==> config.mk <==
export PLATFORM = sky130hd
export DESIGN_NAME = recv_word_buffer
export DESIGN_NICKNAME = d
export VERILOG_FILES = /design/src/rtl/recv_word_buffer.sv
export SDC_FILE = /design/constraint.sdc
export NUM_CORES = 1
export LEC_CHECK = 0
export ABC_AREA = 0
export CAP_MARGIN = 25
export CORE_ASPECT_RATIO = 0.8
export CORE_UTILIZATION = 50
export DETAILED_ROUTE_END_ITERATION = 7
export GPL_TIMING_DRIVEN = 0
export HOLD_SLACK_MARGIN = 0.1
export PLACE_DENSITY = 0.68
export SYNTH_ARGS = -nofsm -noshare
export SYNTH_HDL_FRONTEND = slang
export SYNTH_SLANG_ARGS = --single-unit
==> constraint.sdc <==
create_clock -name CLK -period 5.1 [get_ports CLK]
set_input_delay 0.765 -clock CLK [delete_from_list [all_inputs] [get_ports CLK]]
set_output_delay 0.765 -clock CLK [all_outputs]
set_load 0.05 [all_outputs]
==> src/rtl/recv_word_buffer.sv <==
// recv_word_buffer: packs the UART receiver's byte stream into 32-bit
// big-endian words and queues them in a small first-word-fall-through FIFO.
// A word that completes while the FIFO is full is dropped and recorded in a
// sticky overflow flag; the byte stream is never stalled.
module recv_word_buffer #(
  parameter int DEPTH_LOG2 = 4
) (
  input  logic                  CLK,
  input  logic                  RST,
  input  logic [7:0]            in_data,
  input  logic                  in_valid,
  output logic [31:0]           out_data,
  output logic                  out_valid,
  input  logic                  out_ready,
  output logic [DEPTH_LOG2:0]   count,
  output logic                  overflow
);

  localparam int                DEPTH      = 1 << DEPTH_LOG2;
  localparam logic [DEPTH_LOG2:0] FULL_COUNT = (DEPTH_LOG2 + 1)'(DEPTH);

  // Assembler state
  logic [1:0]              idx_q, idx_d;
  logic [23:0]             hold_q, hold_d;

  // FIFO state
  logic [DEPTH_LOG2-1:0]   wr_ptr_q, wr_ptr_d;
  logic [DEPTH_LOG2-1:0]   rd_ptr_q, rd_ptr_d;
  logic [DEPTH_LOG2:0]     count_q, count_d;
  logic                    overflow_q, overflow_d;
  logic [31:0]             mem_q [DEPTH];

  logic                    push;
  logic                    push_ok;
  logic                    pop;
  logic                    full;
  logic [31:0]             push_word;

  assign full      = (count_q == FULL_COUNT);
  assign pop       = out_valid && out_ready;
  assign push      = in_valid && (idx_q == 2'd3);
  // A pop in the same cycle frees the slot, so a full FIFO still accepts it.
  assign push_ok   = push && (!full || pop);
  assign push_word = {hold_q, in_data};

  assign out_valid = (count_q != '0);
  assign out_data  = mem_q[rd_ptr_q];
  assign count     = count_q;
  assign overflow  = overflow_q;

  // Next-state for assembler, pointers, occupancy and overflow flag
  always_comb begin
    // NOTE: every variable gets a default first so no path infers a latch.
    idx_d      = idx_q;
    hold_d     = hold_q;
    wr_ptr_d   = wr_ptr_q;
    rd_ptr_d   = rd_ptr_q;
    count_d    = count_q;
    overflow_d = overflow_q;

    if (in_valid) begin
      idx_d = idx_q + 2'd1;
      case (idx_q)
        2'd0:    hold_d[23:16] = in_data;
        2'd1:    hold_d[15:8]  = in_data;
        2'd2:    hold_d[7:0]   = in_data;
        default: ;  // fourth byte goes straight into the pushed word
      endcase
    end

    if (push_ok) wr_ptr_d = wr_ptr_q + 1'b1;
    if (pop)     rd_ptr_d = rd_ptr_q + 1'b1;
    if (push && !push_ok) overflow_d = 1'b1;

    case ({push_ok, pop})
      2'b10:   count_d = count_q + 1'b1;
      2'b01:   count_d = count_q - 1'b1;
      default: ;  // idle, or simultaneous push and pop
    endcase
  end

  // State registers with asynchronous reset
  always_ff @(posedge CLK or posedge RST) begin
    // NOTE: sequential state uses non-blocking assignments so every flop
    // samples the pre-edge values regardless of statement order.
    if (RST) begin
      idx_q      <= '0;
      hold_q     <= '0;
      wr_ptr_q   <= '0;
      rd_ptr_q   <= '0;
      count_q    <= '0;
      overflow_q <= 1'b0;
    end else begin
      idx_q      <= idx_d;
      hold_q     <= hold_d;
      wr_ptr_q   <= wr_ptr_d;
      rd_ptr_q   <= rd_ptr_d;
      count_q    <= count_d;
      overflow_q <= overflow_d;
    end
  end

  // Word storage write port
  always_ff @(posedge CLK) begin
    // NOTE: the array is deliberately not reset; out_data is only meaningful
    // while out_valid is high, and that requires a prior write.
    if (push_ok) mem_q[wr_ptr_q] <= push_word;
  end

endmodule

== Yosys cells after proc, flatten, opt, wreduce, memory -nomap -nowiden ==
Memories as Yosys holds them, arrays and structs flattened.
Index checks and enable logic that the tools add are counted.
Storage, ports and cells
  logic and storage cells: 36
  register bits after elaboration: 40
  input bits: 12
  memory bits (writable): 512
  memories: 1
Cells by class
  $add $sub $neg: 5
  eq/ne operators: 6
  reductions and logical operators: 13
  mux-type cells: 3
Memories
  mem_q: depth 16, bits a word 32, rd ports 1, clocked after Yosys merged registers in 0, wr ports 1, RTL line 31  | logic [31:0] mem_q [DEPTH];
Operators with widths (count)
  $pmux 5 s2: 1
  $add 4x1->4 const B: 2
  $eq 2x2->1 const B: 3
  $reduce_and 2->1: 3
  $add 5x1->5 const B: 1
  $eq 5x5->1 const B: 1
  $reduce_bool 5->1: 1
  $sub 5x1->5 const B: 1
  $eq 2x1->1 const B: 2
  $logic_and 1x1->1: 4
  $add 2x1->2 const B: 1
  $logic_not 1->1: 2
  $logic_not 2->1: 1
  $mux 1: 2
  $reduce_bool 2->1: 1
  $logic_or 1x1->1: 1

== Longest topological paths before layout ==
  depth after elaboration: 6
  mapped depth: 9
  depth with buffers taken out: 9

== Worst setup path after synthesis ==
No wires, ideal clock.
  path type: in2reg
  start: input in_valid
  end: memory mem_q[4][0] (enable)
  required time: 4.639 ns
  data arrival time: 3.713 ns
  setup slack: 0.926 ns
  path buffers: 2
  stages: 5
  path through: buf_2 nand2_1 a31o_2 buf_2 nor3_1
On the way
  word-level cells in the longest chain between the ends: 4
Ends and longest elaborated chain
  start: declaration: RTL line 11  | input logic in_valid,
  $logic_and 1x1->1: RTL line 41  | assign push = in_valid && (idx_q == 2'd3);
  $logic_and 1x1->1: RTL line 43  | assign push_ok = push && (!full || pop);
  $mux 1: RTL line 107  | if (push_ok) mem_q[wr_ptr_q] <= push_word;
  $mux 1 (implied by the code): RTL line 107
  end: declaration: RTL line 31
Every way passes these cells.

== Worst setup path after layout ==
  start: register rd_ptr_q[1]
  end: output out_data[5]
On the way
  word-level cells in the longest chain between the ends: 1
Ends and longest elaborated chain
  start: declaration: RTL line 28  | logic [DEPTH_LOG2-1:0] rd_ptr_q, rd_ptr_d;
  start signal: assignment: RTL line 97  | rd_ptr_q <= rd_ptr_d;
  $mem_v2 16x32
  end: declaration: RTL line 12  | output logic [31:0] out_data,
Every way passes these cells.

==> results.md <==
Worst setup path:
- The critical path goes through buf_2 > buf_1 > mux4_2 > a22oi_1 > nand2_1 > clkdlybuf4s50_1.
- Together, buffers and inverters on the worst path number 3.
- STA puts the critical path data required time at ~4.3 ns.
- Data on the critical path arrives at its endpoint at around 3.6 ns.
- The worst setup path is captured at an output port.
- The highest-delay cell along the critical path is sky130_fd_sc_hd__clkdlybuf4s50_1.
- Along the worst path, the maximum fanout reaches 10.
- The family with the most delay on the worst path is buffers and inverters.
- The startpoint-to-endpoint class of the critical path is reg2out.
- On the worst path, the slowest cell contributes a delay of between 0.7 and 0.8 ns.
- STA classifies the critical path startpoint as a register.

Flow run:
- Across the run, the number of max-cap violations was 0.

GRT:
- The global-route wire length before repair is around 67000 µm.
- The number of global-route vias before repair came to 10500.
- Entering global routing, the biggest net connects 35 pins.
- Across every metal layer, demand over resource in global routing totals 0.220.
- The initial antenna violation count is 0.
- The total grt overflow is 0.

Synth:
- The compound-gate portion of the synthesized area was 0.0303.
- The number of warnings issued by yosys is 0.
- The count of different cell masters after synthesis is between 40 and 50.
- Of the synthesized area, sequential elements account for 0.774.
- The register bit total from synthesis is around 550.
- The portion of synthesized area spent on multiplexers is 0.149.
- The mean instance size in the synthesized netlist is around 22 µm².
- The library cell occupying the most area in the post-synthesis netlist is sky130_fd_sc_hd__edfxtp_1.
- The adder-cell share of the synthesized area is 0.00804.
- Of the total synthesized cell area, the portion taken by AND, OR, NAND and NOR gates is 0.0206.
- When the netlist entered floorplanning its net count stood at a little under 1000.
- Of the post-synthesis cell area, the dominant cell type holds 0.726.
- The most common flop cell mapped by yosys is sky130_fd_sc_hd__edfxtp_1.
- The mapped netlist covers around 21000 µm².
- The parity-gate share of the synthesized area counting xor and xnor cells is 0.00414.
- The number of enable-type register cells in the synthesized netlist is 512.
- By area, the combinational part of the netlist is dominated by multiplexers.
- Yosys attributes the largest share of cell area to sky130_fd_sc_hd__edfxtp_1 73%, sky130_fd_sc_hd__mux4_2 14%, sky130_fd_sc_hd__dfrtp_1 4.7%, sky130_fd_sc_hd__a22oi_1 2.3%, sky130_fd_sc_hd__mux2_2 1.3%.
- The post-synthesis instance total is between 900 and 1000.
- Of all flip-flops after synthesis, the portion carrying an async set or reset was 0.0725.

Drt:
- The vias per cell is 5.98.
- The first routing iteration left 1201 violations.
- The aggregate routed wire length is between 40000 and 50000 µm.
- For this block, the via count after detailed routing is about 10000.
- After detailed routing, the average wire length per cell comes to ~27 µm.
- Once detail routing completed, the nets flagged for antenna violations numbered 0.
- In the routed design, unresolved DRC markers number 0.
- The number of detailed-route iterations in the first pass is 5.

Floorplan:
- The die covers 43200 µm².
- The placeable core area is approximately 42000 µm².
- The overall die width is roughly 230 µm.
- The top-level I/O count is slightly above 50.
- The starting density of the core is 0.506.
- The number of rows created at floorplan is 67.
- Measured along the y axis, the die boundary spans roughly 190 µm.

Clock network:
- After clock tree synthesis, the clock-pin slew on the worst setup and hold paths is around 0.06 ns.
- The clock latency on the worst-skew pair is 0.58 ns.
- The clock passes through at most 3 buffers.
- The H-tree depth reported by CTS is 2.
- The total of hold buffers inserted after clock tree synthesis is 0.
- Counting the buffers created by CTS gives a little over 50.
- Post-CTS timing repair inserted 0 buffers for setup.
- TritonCTS built the clock tree.
- Clock tree synthesis selected as its root buffer the cell sky130_fd_sc_hd__clkbuf_16.
- The clock net in this run drives a total of about 550 sinks.
- The number of resized instances in the post-cts repair step is 0.

STA:
- The final-report hold violation count is 0.
- Setup repair after global routing left no endpoint under its margin.
- The remaining max-slew budget at the tightest pin is 0.348.
- The number of pins exceeding their max-slew limit in the final report came to 0.
- The slew of the pin with the lowest slew margin is approximately 0.97 ns.
- The final worst clock skew is 0.0209 ns.
- The post-route fraction of the period consumed by the critical path is 0.861.
- The worst path in the final design needs a cycle of about 4.4 ns, including I/O delays and setup.
- The setup violation total in the final timing report is 0.
- Based on the critical path, the design can be clocked at up to roughly 230 MHz.
- Setup total negative slack on the finished layout was measured at 0 ns.

Pwr:
- VDD sags by at most around 0.40 mV.
- The post-route total power is roughly 15 mW.
- The power density over cell area is about 610 nW/µm².
- For this design the static power due to leakage is around 7.9 nW.

Placement:
- The HPWL after detailed placement is between 20000 and 30000 µm.
- In this run the tool buffered the top-level ports with between 40 and 50 buffer cells.
- The last weighted congestion value of the routability-driven placer is ~0.76.

Outcome:
- The run finished with clean final reports.

Final layout:
- In the final design database the tool counted 1115 nets.
- The number of antenna diodes in the final layout is 0.
- The growth of design area from synthesis to finish is 15.7%.
- The number of inserted filler cells in the final layout is 2969.
- In the final layout, the share of cells above drive strength 1 is 0.252.

Hold path:
- The class of the tightest hold or removal check is in2async.
## state kept, by name, indices dropped and copies added (netlist names)
signal and flops:
count 5, wr_ptr_q 4, mem_q 512, idx_q 2, hold_q 24, overflow 1
rd_ptr_q 4
## cell usage in the layout (no fill, tap or decap), types with 3 or more instances in the layout
cell type,Yosys,layout
sky130_fd_sc_hd__clkinv_1,0,3
sky130_fd_sc_hd__a21oi_1,3,3
sky130_fd_sc_hd__inv_1,9,8
sky130_fd_sc_hd__nor3_2,0,3
sky130_fd_sc_hd__dfrtp_1,40,40
sky130_fd_sc_hd__buf_12,0,9
sky130_fd_sc_hd__nor2_1,10,6
sky130_fd_sc_hd__mux2_2,25,25
sky130_fd_sc_hd__bufinv_16,0,3
sky130_fd_sc_hd__ha_1,12,12
sky130_fd_sc_hd__o21ai_0,3,3
sky130_fd_sc_hd__and3_2,0,4
sky130_fd_sc_hd__clkbuf_8,0,10
sky130_fd_sc_hd__buf_16,0,5
sky130_fd_sc_hd__and2_2,0,4
sky130_fd_sc_hd__clkdlybuf4s50_1,0,49
sky130_fd_sc_hd__mux4_2,128,128
sky130_fd_sc_hd__buf_1,9,9
sky130_fd_sc_hd__buf_2,7,7
sky130_fd_sc_hd__a22oi_1,64,64
sky130_fd_sc_hd__nand3_1,5,5
sky130_fd_sc_hd__clkbuf_16,0,52
sky130_fd_sc_hd__edfxtp_1,512,512
sky130_fd_sc_hd__clkbuf_1,23,46
sky130_fd_sc_hd__buf_4,6,7
sky130_fd_sc_hd__xnor2_1,8,8
sky130_fd_sc_hd__nand2_1,51,51
sky130_fd_sc_hd__buf_6,5,12
sky130_fd_sc_hd__nor2_4,0,4
## per-stage QoR
step | area, µm² | hold slack (ns) | cells | setup WS, ns | util
after global routing | 24500 | 0.419 | 1685 | 0.542 | 0.585
final | 24500 | 0.412 | 1685 | 0.708 | 0.585
after floorplan | 21200 | 0.493 | 965 | 0.926 | -
after CTS | 24500 | 0.399 | 1685 | 0.685 | 0.585
after global placement | 22300 | 0.459 | 1566 | -1.96 | 0.534
after detailed placement | 22800 | 0.466 | 1589 | 1.30 | 0.546
## metal layers
| metal | vias to the layer above | global-route usage | part of all wire |
|---|---|---|---|
| li1 | 4294 | - | - |
| met1 | 5377 | 0.327 | 0.45 |
| met2 | 343 | 0.341 | 0.47 |
| met3 | 60 | 0.0366 | 0.065 |
| met4 | 0 | 0.0587 | 0.018 |
| met5 | - | 0 | 0 |
## cell families after synthesis
kind of cell / Yosys count
buffers and inverters: 59
XOR/XNOR: 10
flip-flops: 552
AO/OA/AOI/OAI: 86
adder cells (fa/ha/maj): 13
multiplexers: 153
AND/OR/NAND/NOR: 92
## final cells by class
class                      count  area, µm²  share of cell area
inverter                       9       33.8             0.00138
buffer                        50        256              0.0105
multi-input combinational    354       4560               0.186
clock inverter                11        144             0.00587
timing repair buffer          72        910              0.0371
clock buffer                  85       1530              0.0623
tap                          552        691              0.0282
sequential                   552      16400               0.669
## cells in the mapped netlist (2+ instances only)
cell type                  instances
sky130_fd_sc_hd__mux4_2          128
sky130_fd_sc_hd__dfrtp_1          40
sky130_fd_sc_hd__nand2_1          51
sky130_fd_sc_hd__xnor2_1           8
sky130_fd_sc_hd__a21oi_1           3
sky130_fd_sc_hd__ha_1             12
sky130_fd_sc_hd__nor2_1           10
sky130_fd_sc_hd__nand4_1           2
sky130_fd_sc_hd__buf_4             6
sky130_fd_sc_hd__nand3b_1          2
sky130_fd_sc_hd__and3_1            4
sky130_fd_sc_hd__buf_1             9
sky130_fd_sc_hd__and2_1            6
sky130_fd_sc_hd__xor2_1            2
sky130_fd_sc_hd__a22oi_1          64
sky130_fd_sc_hd__a31oi_1           2
sky130_fd_sc_hd__clkbuf_1         23
sky130_fd_sc_hd__nand2b_1          2
sky130_fd_sc_hd__inv_1             9
sky130_fd_sc_hd__nor3_1            5
sky130_fd_sc_hd__o21ai_0           3
sky130_fd_sc_hd__buf_6             5
sky130_fd_sc_hd__nand3_1           5
sky130_fd_sc_hd__buf_2             7
sky130_fd_sc_hd__mux2_2           25
sky130_fd_sc_hd__edfxtp_1        512
sky130_fd_sc_hd__o221ai_1          2
sky130_fd_sc_hd__nor2b_1           2
## power by group
part | switching [mW] | internal [mW]
clock network | 1.60 | 2.19
registers | 0.542 | 5.71
logic | 2.90 | 1.93
## path summary, 6_finish.rpt
kind,startpoint,to,slack [ns],depth (start not counted)
min in group CLK,overflow,overflow,0.47,1
setup / recovery,rd_ptr_q[1],out_data[5],0.71,6
max in group asynchronous,RST,hold_q[4],4.21,3
setup reg to reg,idx_q[0],mem_q[6][11],2.19,7
hold reg to reg,overflow,overflow,0.47,1
hold / removal,RST,hold_q[23],0.41,2
## worst register-to-register path, delay by kind of cell (launching register included)
| kind | cells | cell delay (ns) |
|---|---|---|
| and+or+nand+nor | 2 | 1.00 |
| buffers and inverters | 3 | 0.68 |
| DFF | 1 | 0.41 |
| AOI/OAI and AO/OA | 1 | 0.27 |
| adders and majority gates | 1 | 0.24 |
Note: power is estimated with default switching activity, not from simulation.
